`src/rtl/booth_wallace_mul_pipe.sv`:
```
// Purpose: pipelined radix-4 Booth / carry-save-tree multiplier with operand and result masks and low-column truncation.
// Latency: 3 cycles from accept to out_valid (PP register, tree register, final-add register); 1 beat per cycle.
// Backpressure: one global stall, in_ready = !out_valid || out_ready; when stalled every stage holds its contents.
module booth_wallace_mul_pipe #(
    parameter int WIDTH       = 16,
    parameter int APPROX_STEP = 4,
    parameter int MAX_APPROX  = 7
) (
    input  logic               clk,
    input  logic               rst_n,
    input  logic               in_valid,
    output logic               in_ready,
    input  logic               is_signed,
    input  logic [2:0]         approx_level,
    input  logic [WIDTH-1:0]   size_x,
    input  logic [WIDTH-1:0]   size_y,
    input  logic [2*WIDTH-1:0] size_add,
    input  logic [WIDTH-1:0]   X,
    input  logic [WIDTH-1:0]   Y,
    output logic               out_valid,
    input  logic               out_ready,
    output logic [2*WIDTH-1:0] result
);
    localparam int RW  = 2 * WIDTH;
    localparam int NPP = WIDTH / 2 + 1;
    localparam int EW  = WIDTH + 2;

    // Row count entering a given 3:2 level of the reduction tree.
    function automatic int rows_at(input int lvl);
        int n;
        n = NPP;
        for (int i = 0; i < lvl; i++) begin
            if (n > 3) n = n - n / 3;
        end
        return n;
    endfunction

    // Number of 3:2 levels needed to bring NPP rows down to three.
    function automatic int num_levels(input int rows);
        int n;
        int l;
        n = rows;
        l = 0;
        while (n > 3) begin
            n = n - n / 3;
            l++;
        end
        return l;
    endfunction

    localparam int NLV = num_levels(NPP);

    logic          advance;
    logic          v1_q, v2_q, out_valid_q;
    logic [RW-1:0] pp_d [NPP];
    logic [RW-1:0] pp_q [NPP];
    logic [2:0]    apx1_q, apx2_q;
    logic [RW-1:0] sa1_q, sa2_q;
    logic [RW-1:0] sum_d, carry_d, sum_q, carry_q;
    logic [RW-1:0] res_d, result_q;

    logic [WIDTH-1:0] xm_c, ym_c;
    logic [RW-1:0]    xs_c, mag_c;
    logic [EW:0]      yp_c;
    logic             b2_c, b1_c, b0_c;

    assign advance   = !out_valid_q || out_ready;
    assign in_ready  = advance;
    assign out_valid = out_valid_q;
    assign result    = result_q;

    // Stage 1: mask, extend, and form one Booth partial product per radix-4 digit of Y.
    always_comb begin
        xm_c  = X & size_x;
        ym_c  = Y & size_y;
        xs_c  = is_signed ? {{WIDTH{xm_c[WIDTH-1]}}, xm_c} : {{WIDTH{1'b0}}, xm_c};
        // Two extra high bits make the top digit the unsigned correction digit.
        yp_c  = {(is_signed ? {2{ym_c[WIDTH-1]}} : 2'b00), ym_c, 1'b0};
        mag_c = '0;
        b2_c  = 1'b0;
        b1_c  = 1'b0;
        b0_c  = 1'b0;
        for (int i = 0; i < NPP; i++) begin
            b2_c  = yp_c[2*i+2];
            b1_c  = yp_c[2*i+1];
            b0_c  = yp_c[2*i];
            mag_c = '0;
            if (b1_c ^ b0_c)      mag_c = xs_c;
            else if (b2_c != b1_c) mag_c = xs_c << 1;
            // Negative digits: two's-complement negate in the full product width.
            if (b2_c)             mag_c = ~mag_c + RW'(1);
            pp_d[i] = mag_c << (2 * i);
        end
    end

    // Stage 2: 3:2 carry-save levels reduce NPP rows to three, then a final 3:2 gives sum/carry.
    logic [RW-1:0] lv [NLV+1][NPP];

    for (genvar k = 0; k < NPP; k++) begin : g_lv0
        assign lv[0][k] = pp_q[k];
    end

    for (genvar l = 0; l < NLV; l++) begin : g_lvl
        localparam int NI = rows_at(l);
        localparam int G  = NI / 3;
        for (genvar k = 0; k < NPP; k++) begin : g_row
            if (k < 2 * G) begin : g_csa
                localparam int B = 3 * (k / 2);
                if (k % 2 == 0) begin : g_s
                    assign lv[l+1][k] = lv[l][B] ^ lv[l][B+1] ^ lv[l][B+2];
                end else begin : g_c
                    assign lv[l+1][k] = ((lv[l][B] & lv[l][B+1]) | (lv[l][B] & lv[l][B+2]) |
                                         (lv[l][B+1] & lv[l][B+2])) << 1;
                end
            end else if (k < NI - G) begin : g_pass
                assign lv[l+1][k] = lv[l][k+G];
            end else begin : g_zero
                assign lv[l+1][k] = '0;
            end
        end
    end

    // Carry is kept unshifted; the final adder applies the <<1.
    assign sum_d   = lv[NLV][0] ^ lv[NLV][1] ^ lv[NLV][2];
    assign carry_d = (lv[NLV][0] & lv[NLV][1]) | (lv[NLV][0] & lv[NLV][2]) | (lv[NLV][1] & lv[NLV][2]);

    // Stage 3: carry-propagate add, clear the L lowest columns, apply the result mask.
    logic [RW-1:0] p_c, keep_c;
    int            lvl_c, l_c;
    always_comb begin
        p_c   = sum_q + (carry_q << 1);
        lvl_c = (int'(apx2_q) > MAX_APPROX) ? MAX_APPROX : int'(apx2_q);
        l_c   = lvl_c * APPROX_STEP;
        keep_c = (l_c >= RW) ? '0 : ({RW{1'b1}} << l_c);
        res_d = p_c & keep_c & sa2_q;
    end

    // Pipeline registers: all stages advance together, valid bits travel with their data.
    always_ff @(posedge clk or negedge rst_n) begin
        if (!rst_n) begin
            v1_q        <= 1'b0;
            v2_q        <= 1'b0;
            out_valid_q <= 1'b0;
            for (int i = 0; i < NPP; i++) pp_q[i] <= '0;
            apx1_q      <= '0;
            apx2_q      <= '0;
            sa1_q       <= '0;
            sa2_q       <= '0;
            sum_q       <= '0;
            carry_q     <= '0;
            result_q    <= '0;
        end else if (advance) begin
            v1_q        <= in_valid;
            for (int i = 0; i < NPP; i++) pp_q[i] <= pp_d[i];
            apx1_q      <= approx_level;
            sa1_q       <= size_add;
            v2_q        <= v1_q;
            sum_q       <= sum_d;
            carry_q     <= carry_d;
            apx2_q      <= apx1_q;
            sa2_q       <= sa1_q;
            out_valid_q <= v2_q;
            result_q    <= res_d;
        end
    end
endmodule

```
`config.mk`:
```
export PLATFORM = sky130hd
export DESIGN_NAME = booth_wallace_mul_pipe
export DESIGN_NICKNAME = d
export VERILOG_FILES = /design/src/rtl/booth_wallace_mul_pipe.sv
export SDC_FILE = /design/constraint.sdc
export NUM_CORES = 1
export LEC_CHECK = 0
export BUFFER_PORTS_ARGS = -buffer_cell sky130_fd_sc_hd__clkbuf_2
export CAP_MARGIN = 20
export CORE_MARGIN = 1
export CORE_UTILIZATION = 40
export DETAILED_ROUTE_END_ITERATION = 10
export REMOVE_ABC_BUFFERS = 1
export SLEW_MARGIN = 20
export SYNTH_ARGS = -nofsm -noshare
export SYNTH_HDL_FRONTEND = slang
export SYNTH_SLANG_ARGS = --single-unit
```
`constraint.sdc`:
```
create_clock -name clk -period 2.5 [get_ports clk]
set_input_delay 0.25 -clock clk [delete_from_list [all_inputs] [get_ports clk]]
set_output_delay 0.25 -clock clk [all_outputs]
set_load 0.03 [all_outputs]
```
==> impl_metrics.py, run 1 <==
metrics = {
    "synth": {
        "synthDistinctLibCells": 74,
        "yosysTopAreaCell": "dfrtp_1",
        "synthArstFlopShare": 1.00,
        "yosysMostFrequentCell": "nand2_1",
        "yosys-top-cells-count": "nand2_1, dfrtp_1, nor2_1, a21oi_1, inv_1",
        "yosys_warnings": 0,
        "synth-edff-count": 0,
        "synth-seq-cells": 379,
        "ys_seq_area_frac": 0.386,
        "syn_avg_cell_area_um2": 8.85,
        "synth_top_area_frac": 0.386,
        "netlist_area_mm2": 0.0246,
        "postSynthCellCount": 2776,
        "synth.area.top_cells": "dfrtp_1, fa_1, nand2_1",
        "synth_ff_type": "dfrtp_1",
    },
    "status": {
        "status": "finished, violations left",
        "violations": "setup timing",
    },
    "sta": {
        "setup_slack_ps": -382,
        "hold_ws_ps": 195,
        "min_period_ps": 2880,
        "rsz0062_at_grt": "true",
        "finalCritPeriodShare": 1.15,
        "maxSlewViolCount": 0,
        "setup_viol": 42,
        "hold_viol_final": 0,
        "fmax_mhz": 347,
        "worstMarginPinSlew_ps": 866,
        "slew_headroom": 0.420,
        "final.setup_skew_ps": 20.4,
    },
    "finish": {
        "multiInputGateArea_mm2": 0.0142,
        "regArea_mm2": 0.00948,
        "final_net_count": 3673,
        "stdcell_area_mm2": 0.0322,
        "fillers": 5586,
        "area_growth_pct": 31.0,
        "layout-drive-gt1-share": 0.263,
    },
    "drt": {
        "drc": 0,
        "drtIter0Drc": 1926,
        "route.vias.total": 22900,
        "final_antenna_net_count": 0,
        "routed_wirelength_mm": 93.7,
        "dr.pass1.iters": 5,
        "vias_per_cell": 5.47,
        "wire_per_inst_um": 22.4,
    },
    "setup_path": {
        "cp-end-kind": "register",
        "required_ps": 3010,
        "ff2ff_path_depth": 8,
        "rr_endpoint": "sum_q[16]",
        "startpoint": "lv[880]",
        "crit_path_start_kind": "register",
        "path_cells": "fa_2 -> inv_2 -> fa_1 -> fa_1 -> inv_2 -> fa_2 -> nand2_1 -> nand2_1",
        "arrival_ps": 3390,
        "critPathSlowestCell": "fa_2",
        "crit_type": "reg2reg",
        "r2r_setup_slack_ps": -380,
        "cp.buffers_inverters": 2,
        "max_stage_delay_ps": 650,
        "r2r-start": "lv[880]",
        "crit_family": "adder cells",
        "cp_max_fo": 2,
    },
    "floorplan": {
        "die_h_um": 250,
        "die-area_mm2": 0.0624,
        "pin_count": 138,
        "initial_core_util": 0.406,
        "rows": 90,
        "die_w_um": 250,
        "fp.coreArea_mm2": 0.0605,
    },
    "place": {
        "place_ws_ps": -663,
        "hpwl_mm": 73.1,
        "placed_area_mm2": 0.0296,
        "place.gp.congestion": 0.946,
        "io_buffers": 137,
    },
    "clock_tree": {
        "cts.htree.levels": 2,
        "clock-sinks": 379,
        "clock-root-buffer": "clkbuf_16",
        "cts_buffers": 44,
        "cts_buffer_depth": 3,
        "clk_latency_ps": 580,
        "cts_tree": "yes",
        "path_clk_slew_ps": 60,
    },
    "worst_hold_path": {
        "min_from": "size_y[7]",
        "hp-class": "in2reg",
        "min_path_cells": 5,
        "whs_endpoint": "lv[1032]",
    },
    "global_routing": {
        "grt_max_degree": 81,
        "grt_pass1_wl_mm": 141,
        "grt_pass1_vias": 23100,
        "grt_antenna_before_repair": 5,
        "grtUsageTotal": 0.303,
        "grt_overflow": 0,
    },
    "pwr": {
        "p_per_area_mw_per_mm2": 1200,
        "vdd_drop_max_v": 0.000746,
        "p_leak_nw": 15.3,
    },
    "flow_run": {
        "max-cap-violations": 0,
    },
}
==> sequential cells by signal, summed over array words and instances (netlist names) <==
register / count
sum_q: 32
sa1_q: 32
v1_q: 1
sa2_q: 32
apx1_q: 3
v2_q: 1
result: 32
lv: 216
carry_q: 26
out_valid: 1
apx2_q: 3
==> what timing repair did <==
action                                 in CTS  in global routing
endpoints found under the hold margin      91                  0
setup buffers                              16                 20
resized for setup                          83                 58
hold buffers                               37                  0
pin swaps                                 152                 95
setup endpoints to repair                  53                 55
==> worst max path at each step <==
stage	slack, ps	depth (start not counted)	end
floorplan	-19800	5	result[30]
global placement	-650	11	lv[1135]
detailed placement	-660	11	lv[1135]
CTS	-320	9	sum_q[31]
global route	-430	9	sum_q[31]
finish	-380	8	sum_q[16]
==> where the power goes <==
group          leakage [nW]  switching [W]  internal, W
clock                 0.730        0.00264      0.00396
combinational          9.80         0.0125      0.00977
sequential             4.77        0.00139      0.00820
total                  15.3         0.0165       0.0219
==> metrics by stage <==
stage | TNS (ps) | instances | power [W] | util
after floorplan | -6388730 | 2603 | 0.0207 | -
after global placement | -31270 | 4031 | 0.0297 | 0.490
after detailed placement | -33760 | 4031 | 0.0301 | 0.490
after CTS | -7350 | 4161 | 0.0375 | 0.526
after global routing | -10710 | 4180 | 0.0421 | 0.532
final | -7370 | 4183 | 0.0385 | 0.532
==> routing by layer <==
layer  GRT usage  part of all wire
met1       0.436              0.46
met2       0.456              0.43
met3      0.0579             0.069
met4       0.102             0.034
met5           0           0.00016
==> cells in the final DEF, fill, tap and decap left out, drive strengths merged, types with 12 or more instances in the layout <==
cell         count
a21oi          181
o221ai          14
o21a            57
a31oi           32
nand3           33
ha              59
a32o            19
nand2          595
a22oi           29
a211oi          20
o31ai           26
a21o            16
o21ai          158
dlygate4sd3     37
a22o            18
xor2            58
nor3            22
xnor2           86
clkbuf         200
nand4           12
inv            167
nor2           192
fa             145
and2            33
o22ai          111
o211ai          18
buf            543
dfrtp          379
==> kinds of logic (layout without fill, tap and decap cells) <==
logic type	count (synthesis)	in the layout	share of synthesized area
mux	12	12	0.00550
buf+inv	339	960	0.0524
compound gates	749	749	0.194
simple gates	949	949	0.161
flops	379	379	0.386
fa+ha+maj	204	204	0.148
xor+xnor	144	144	0.0520
other cells	0	4	0
==> worst reg2reg max path: stages (launching register included) <==
cell and delay (ps):
dfrtp_1 400, fa_2 650, inv_2 70, fa_1 480, fa_1 560, inv_2 40, fa_2 500, nand2_1 50
nand2_1 60
==> cell type report <==
class	instances	area share
Clock inverter	14	0.00513
Inverter	166	0.0197
Clock buffer	64	0.0410
Sequential cell	379	0.295
Antenna cell	4	0.000311
Timing Repair Buffer	716	0.167
Tap cell	782	0.0304
Multi-Input combinational cell	2058	0.442
(Power assumes the default switching activity.)
==> inputs of run 2 (changes only) <==
--- a/config.mk
+++ b/config.mk
@@ -10,6 +10,7 @@
 export CORE_MARGIN = 1
 export CORE_UTILIZATION = 40
 export DETAILED_ROUTE_END_ITERATION = 10
+export GPL_TIMING_DRIVEN = 0
 export REMOVE_ABC_BUFFERS = 1
 export SLEW_MARGIN = 20
 export SYNTH_ARGS = -nofsm -noshare
==> constraint.sdc (replaced) <==
create_clock -name clk -period 2.45 [get_ports clk]
set_input_delay 0.245 -clock clk [delete_from_list [all_inputs] [get_ports clk]]
set_output_delay 0.245 -clock clk [all_outputs]
set_load 0.03 [all_outputs]
==> impl_metrics.py, run 2 (synthesized netlist as in run 1, its figures left out) <==
metrics = {
    "sta": {
        "setup_slack_ps": -381,
        "maxSlewViolCount": 0,
        "setup_tns_ps": -9090,
        "worstMarginPinSlew_ps": 1220,
        "hold_ws_ps": 91.5,
        "finalCritPeriodShare": 1.16,
        "slew_headroom": 0.186,
        "hold_viol_final": 0,
        "fmax_mhz": 353,
        "final.setup_skew_ps": 22.0,
        "setup_viol": 44,
        "min_period_ps": 2830,
        "rsz0062_at_grt": "true",
    },
    "global_routing": {
        "grt_max_degree": 107,
        "grt_overflow": 0,
        "grtUsageTotal": 0.264,
        "grt_pass1_wl_mm": 127,
        "grt_antenna_before_repair": 4,
        "grt_pass1_vias": 21000,
    },
    "setup_path": {
        "required_ps": 2980,
        "cp_max_fo": 2,
        "crit_type": "reg2reg",
        "cp-end-kind": "register",
        "rr_endpoint": "sum_q[29]",
        "r2r_setup_slack_ps": -380,
        "ff2ff_path_depth": 8,
        "r2r-start": "lv[957]",
        "crit_path_start_kind": "register",
        "arrival_ps": 3360,
    },
    "drt": {
        "final_antenna_net_count": 0,
        "dr.pass1.iters": 6,
        "routed_wirelength_mm": 82.3,
        "wire_per_inst_um": 22.0,
        "vias_per_cell": 5.72,
        "drc": 0,
        "route.vias.total": 21400,
        "drtIter0Drc": 1860,
    },
    "clock_tree": {
        "cts_buffers": 42,
        "cts.htree.levels": 2,
        "cts_buffer_depth": 3,
        "clock-sinks": 379,
        "cts_tree": "yes",
        "clock-root-buffer": "clkbuf_16",
        "path_clk_slew_ps": 60,
        "clk_latency_ps": 590,
    },
    "worst_hold_path": {
        "min_from": "out_ready",
        "whs_endpoint": "sa2_q[29]",
        "hp-class": "in2reg",
        "min_path_cells": 4,
    },
    "pwr": {
        "p_sw_w": 0.0168,
        "switching_share": 0.438,
        "clkPwrFrac": 0.168,
        "vdd_drop_max_v": 0.00118,
        "p_leak_nw": 13.4,
        "p_per_area_mw_per_mm2": 1290,
        "p_comb_frac": 0.577,
        "seqPwrFrac": 0.255,
        "intPower_w": 0.0216,
        "total_power_w": 0.0384,
    },
    "place": {
        "hpwl_mm": 58.6,
        "place.gp.congestion": 0.962,
        "place_ws_ps": -1790,
        "io_buffers": 137,
    },
    "floorplan": {
        "die_h_um": 250,
        "pin_count": 138,
        "initial_core_util": 0.406,
        "rows": 90,
        "fp.coreArea_mm2": 0.0605,
        "die_w_um": 250,
        "die-area_mm2": 0.0624,
    },
    "finish": {
        "area_growth_pct": 20.8,
        "multiInputGateArea_mm2": 0.0149,
        "final_net_count": 3236,
        "layout_commonest_cell": "nand2_1",
        "layout_common_cells": "nand2_1, dfrtp_1, nor2_1, a21oi_1",
        "largest_reg_flops": 216,
        "fillers": 5607,
        "layout-drive-gt1-share": 0.185,
        "regArea_mm2": 0.00948,
    },
    "flow_run": {
        "max-cap-violations": 0,
    },
    "status": {
        "status": "finished, violations left",
        "violations": "setup timing",
    },
}
run 2: worst max path at each step:
| stage | startpoint | to | slack, ps | depth (start not counted) |
|---|---|---|---|---|
| 2_1_floorplan | out_valid | result[30] | -19850 | 5 |
| 3_3_place_gp | out_valid | lv[1023] | -39450 | 6 |
| 3_5_place_dp | Y[1] | lv[1114] | -1790 | 12 |
| 4_1_cts | lv[1118] | sum_q[30] | -370 | 8 |
| 5_1_grt | lv[980] | sum_q[20] | -430 | 8 |
| 6_report | lv[957] | sum_q[29] | -380 | 8 |
run 2: worst max-delay path, stage by stage (launching register included):
cell	delay [ps]
dfrtp_1	400
fa_1	550
inv_1	60
fa_1	460
fa_1	550
inv_1	50
fa_2	560
nand2_1	70
nand2_1	70
run 2: power groups by stage:
stage	clock network [W]	logic, W	registers [W]
detailed placement	0	0.0197	0.00981
finish	0.00645	0.0221	0.00978
CTS	0.00663	0.0213	0.00975
floorplan	0	0.0118	0.00924
global route	0.00688	0.0252	0.0100
global placement	0	0.0137	0.00867
run 2: cell type report:
class / count / share of cell area
flip-flops and latches: 379 / 0.320
repair buffers: 279 / 0.0767
inverters: 166 / 0.0219
diodes: 1 / 0.0000843
clock buffers: 61 / 0.0409
clock inverters: 13 / 0.00641
multi-input cells: 2060 / 0.501
well taps: 782 / 0.0330
run 2: repair_timing:
action	4_1_cts	5_1_grt
hold buffers	37	0
gates resized for setup	173	103
gates cloned	4	0
hold endpoints to repair	85	0
setup endpoints to repair	193	143
buffers inserted	43	33
pin swaps	182	81
run 2: metrics by stage:
stage / std cells / utilization / cell area (µm²)
6_report: 3741 / 0.491 / 29700
5_1_grt: 3740 / 0.491 / 29700
4_1_cts: 3707 / 0.479 / 29000
3_5_place_dp: 3549 / 0.433 / 26200
3_3_place_gp: 3522 / 0.423 / 25600
2_1_floorplan: 2603 / - / 23900
run 2: layer usage:
| layer | share of wire | up-vias | global-route usage |
|---|---|---|---|
| met4 | 0.027 | 4 | 0.0815 |
| li1 | - | 9790 | - |
| met5 | 0.00040 | - | 0 |
| met3 | 0.069 | 149 | 0.0398 |
| met1 | 0.45 | 10600 | 0.381 |
| met2 | 0.45 | 811 | 0.408 |
==> inputs of run 3 (changes only) <==
--- a/config.mk
+++ b/config.mk
@@ -6,7 +6,7 @@
 export NUM_CORES = 1
 export LEC_CHECK = 0
 export BUFFER_PORTS_ARGS = -buffer_cell sky130_fd_sc_hd__clkbuf_2
-export CAP_MARGIN = 20
+export CAP_MARGIN = 0
 export CORE_MARGIN = 1
 export CORE_UTILIZATION = 40
 export DETAILED_ROUTE_END_ITERATION = 10
==> constraint.sdc (replaced) <==
create_clock -name clk -period 2.4 [get_ports clk]
set_input_delay 0.24 -clock clk [delete_from_list [all_inputs] [get_ports clk]]
set_output_delay 0.24 -clock clk [all_outputs]
set_load 0.03 [all_outputs]
==> impl_metrics.py, run 3 (synthesized netlist as in run 1, its figures left out) <==
metrics = {
    "place": {
        "hpwl_mm": 58.5,
        "place.gp.congestion": 0.962,
        "io_buffers": 137,
        "placed_area_mm2": 0.0262,
        "place_ws_ps": -1820,
    },
    "drt": {
        "drtIter0Drc": 1861,
        "vias_per_cell": 5.78,
        "routed_wirelength_mm": 84.7,
        "drc": 0,
        "route.vias.total": 21700,
        "dr.pass1.iters": 8,
        "final_antenna_net_count": 0,
        "wire_per_inst_um": 22.5,
    },
    "floorplan": {
        "die-area_mm2": 0.0624,
        "die_h_um": 250,
        "pin_count": 138,
        "fp.coreArea_mm2": 0.0605,
        "die_w_um": 250,
        "rows": 90,
        "initial_core_util": 0.406,
    },
    "sta": {
        "setup_viol": 45,
        "fmax_mhz": 351,
        "hold_ws_ps": 74.5,
        "rsz0062_at_grt": "true",
        "slew_headroom": 0.323,
        "setup_slack_ps": -446,
        "min_period_ps": 2850,
        "finalCritPeriodShare": 1.19,
        "worstMarginPinSlew_ps": 1010,
        "hold_viol_final": 0,
        "maxSlewViolCount": 0,
        "final.setup_skew_ps": 29.5,
    },
    "worst_hold_path": {
        "hp-class": "in2reg",
    },
    "pwr": {
        "seqPwrFrac": 0.252,
        "p_sw_w": 0.0174,
        "p_comb_frac": 0.575,
        "p_leak_nw": 13.5,
        "clkPwrFrac": 0.173,
        "vdd_drop_max_v": 0.00119,
        "p_per_area_mw_per_mm2": 1330,
        "intPower_w": 0.0222,
        "switching_share": 0.440,
    },
    "status": {
        "status": "finished, violations left",
        "violations": "setup timing",
    },
    "setup_path": {
        "startpoint": "lv[881]",
        "crit_path_start_kind": "register",
        "crit_type": "reg2reg",
        "ff2ff_path_depth": 8,
        "rr_endpoint": "sum_q[17]",
        "arrival_ps": 3320,
        "required_ps": 2880,
        "r2r_setup_slack_ps": -450,
        "crit_end": "sum_q[17]",
        "cp_max_fo": 2,
        "r2r-start": "lv[881]",
        "cp-end-kind": "register",
    },
    "finish": {
        "stdcell_area_mm2": 0.0299,
        "layout_commonest_cell": "nand2_1",
        "largest_reg_flops": 216,
        "final_net_count": 3243,
        "fillers": 5607,
        "area_growth_pct": 21.8,
        "layout_common_cells": "nand2_1, dfrtp_1, nor2_1, a21oi_1, o21ai_0",
        "layout-drive-gt1-share": 0.191,
    },
    "flow_run": {
        "max-cap-violations": 0,
    },
    "clock_tree": {
        "path_clk_slew_ps": 60,
        "cts_buffers": 44,
        "clock-root-buffer": "clkbuf_16",
        "cts.htree.levels": 2,
        "clk_latency_ps": 600,
        "cts_buffer_depth": 3,
        "clock-sinks": 379,
        "cts_tree": "yes",
    },
    "global_routing": {
        "grt_max_degree": 94,
        "grt_antenna_before_repair": 3,
        "grt_overflow": 0,
        "grtUsageTotal": 0.269,
        "grt_pass1_wl_mm": 128,
        "grt_pass1_vias": 21100,
    },
}
==> run 3: worst min path at each step <==
stage / start / endpoint / slack [ps] / cells past startpoint
6_report: out_ready / sa2_q[24] / 70 / 4
5_1_grt: out_ready / sa1_q[27] / 70 / 4
4_1_cts: out_ready / v2_q / 30 / 4
3_5_place_dp: rst_n / sa1_q[5] / 190 / 1
3_3_place_gp: size_add[3] / sa1_q[3] / 440 / 3
2_1_floorplan: rst_n / apx1_q[0] / -60 / 0
==> run 3: repair_timing <==
item | in CTS | in global routing
hold buffers | 37 | 0
resized for setup | 202 | 82
setup endpoints to repair | 211 | 149
buffers inserted | 46 | 34
endpoints found under the hold margin | 112 | 0
cloned | 9 | 2
pin swaps | 196 | 73
==> run 3: layer usage <==
layer  up-vias  track usage  share of wire
li1       9821            -              -
met1     10900        0.384           0.45
met3       153       0.0460          0.069
met4         0       0.0845          0.030
met2       799        0.416           0.45
met5         -            0              0
==> run 3: critical path: stages, from the launching register on <==
cell     delay (ps)
dfrtp_1         410
fa_2            670
inv_2            50
fa_2            560
fa_1            430
inv_2            70
fa_2            410
nand2_1          60
nand2_1          50
==> run 3: layout make-up <==
cell class	count	area (µm²)	share of cell area
multi-input combinational	2061	14900	0.499
sequential	379	9480	0.317
timing repair buffer	281	2380	0.0796
clock buffer	61	1260	0.0423
tap	782	978	0.0327
inverter	166	639	0.0214
clock inverter	20	219	0.00732
timing repair inverter	2	17.5	0.000586
antenna	3	7.51	0.000251
==> run 3: power by group through the flow <==
stage                     sequential (W)  combinational (W)  clock, W
after floorplan                  0.00941             0.0119         0
after global placement           0.00884             0.0139         0
after detailed placement          0.0100             0.0202         0
after CTS                        0.00995             0.0220   0.00703
after global routing              0.0102             0.0259   0.00728
final                            0.00999             0.0228   0.00686
==> run 3: metrics by stage <==
step | util | total power (W) | cells | setup TNS, ps
finish | 0.494 | 0.0397 | 3755 | -10850
global route | 0.494 | 0.0435 | 3752 | -14590
CTS | 0.484 | 0.0390 | 3721 | -11590
detailed placement | 0.433 | 0.0302 | 3548 | -204290
global placement | 0.423 | 0.0228 | 3522 | -
floorplan | - | 0.0213 | 2603 | -6426720
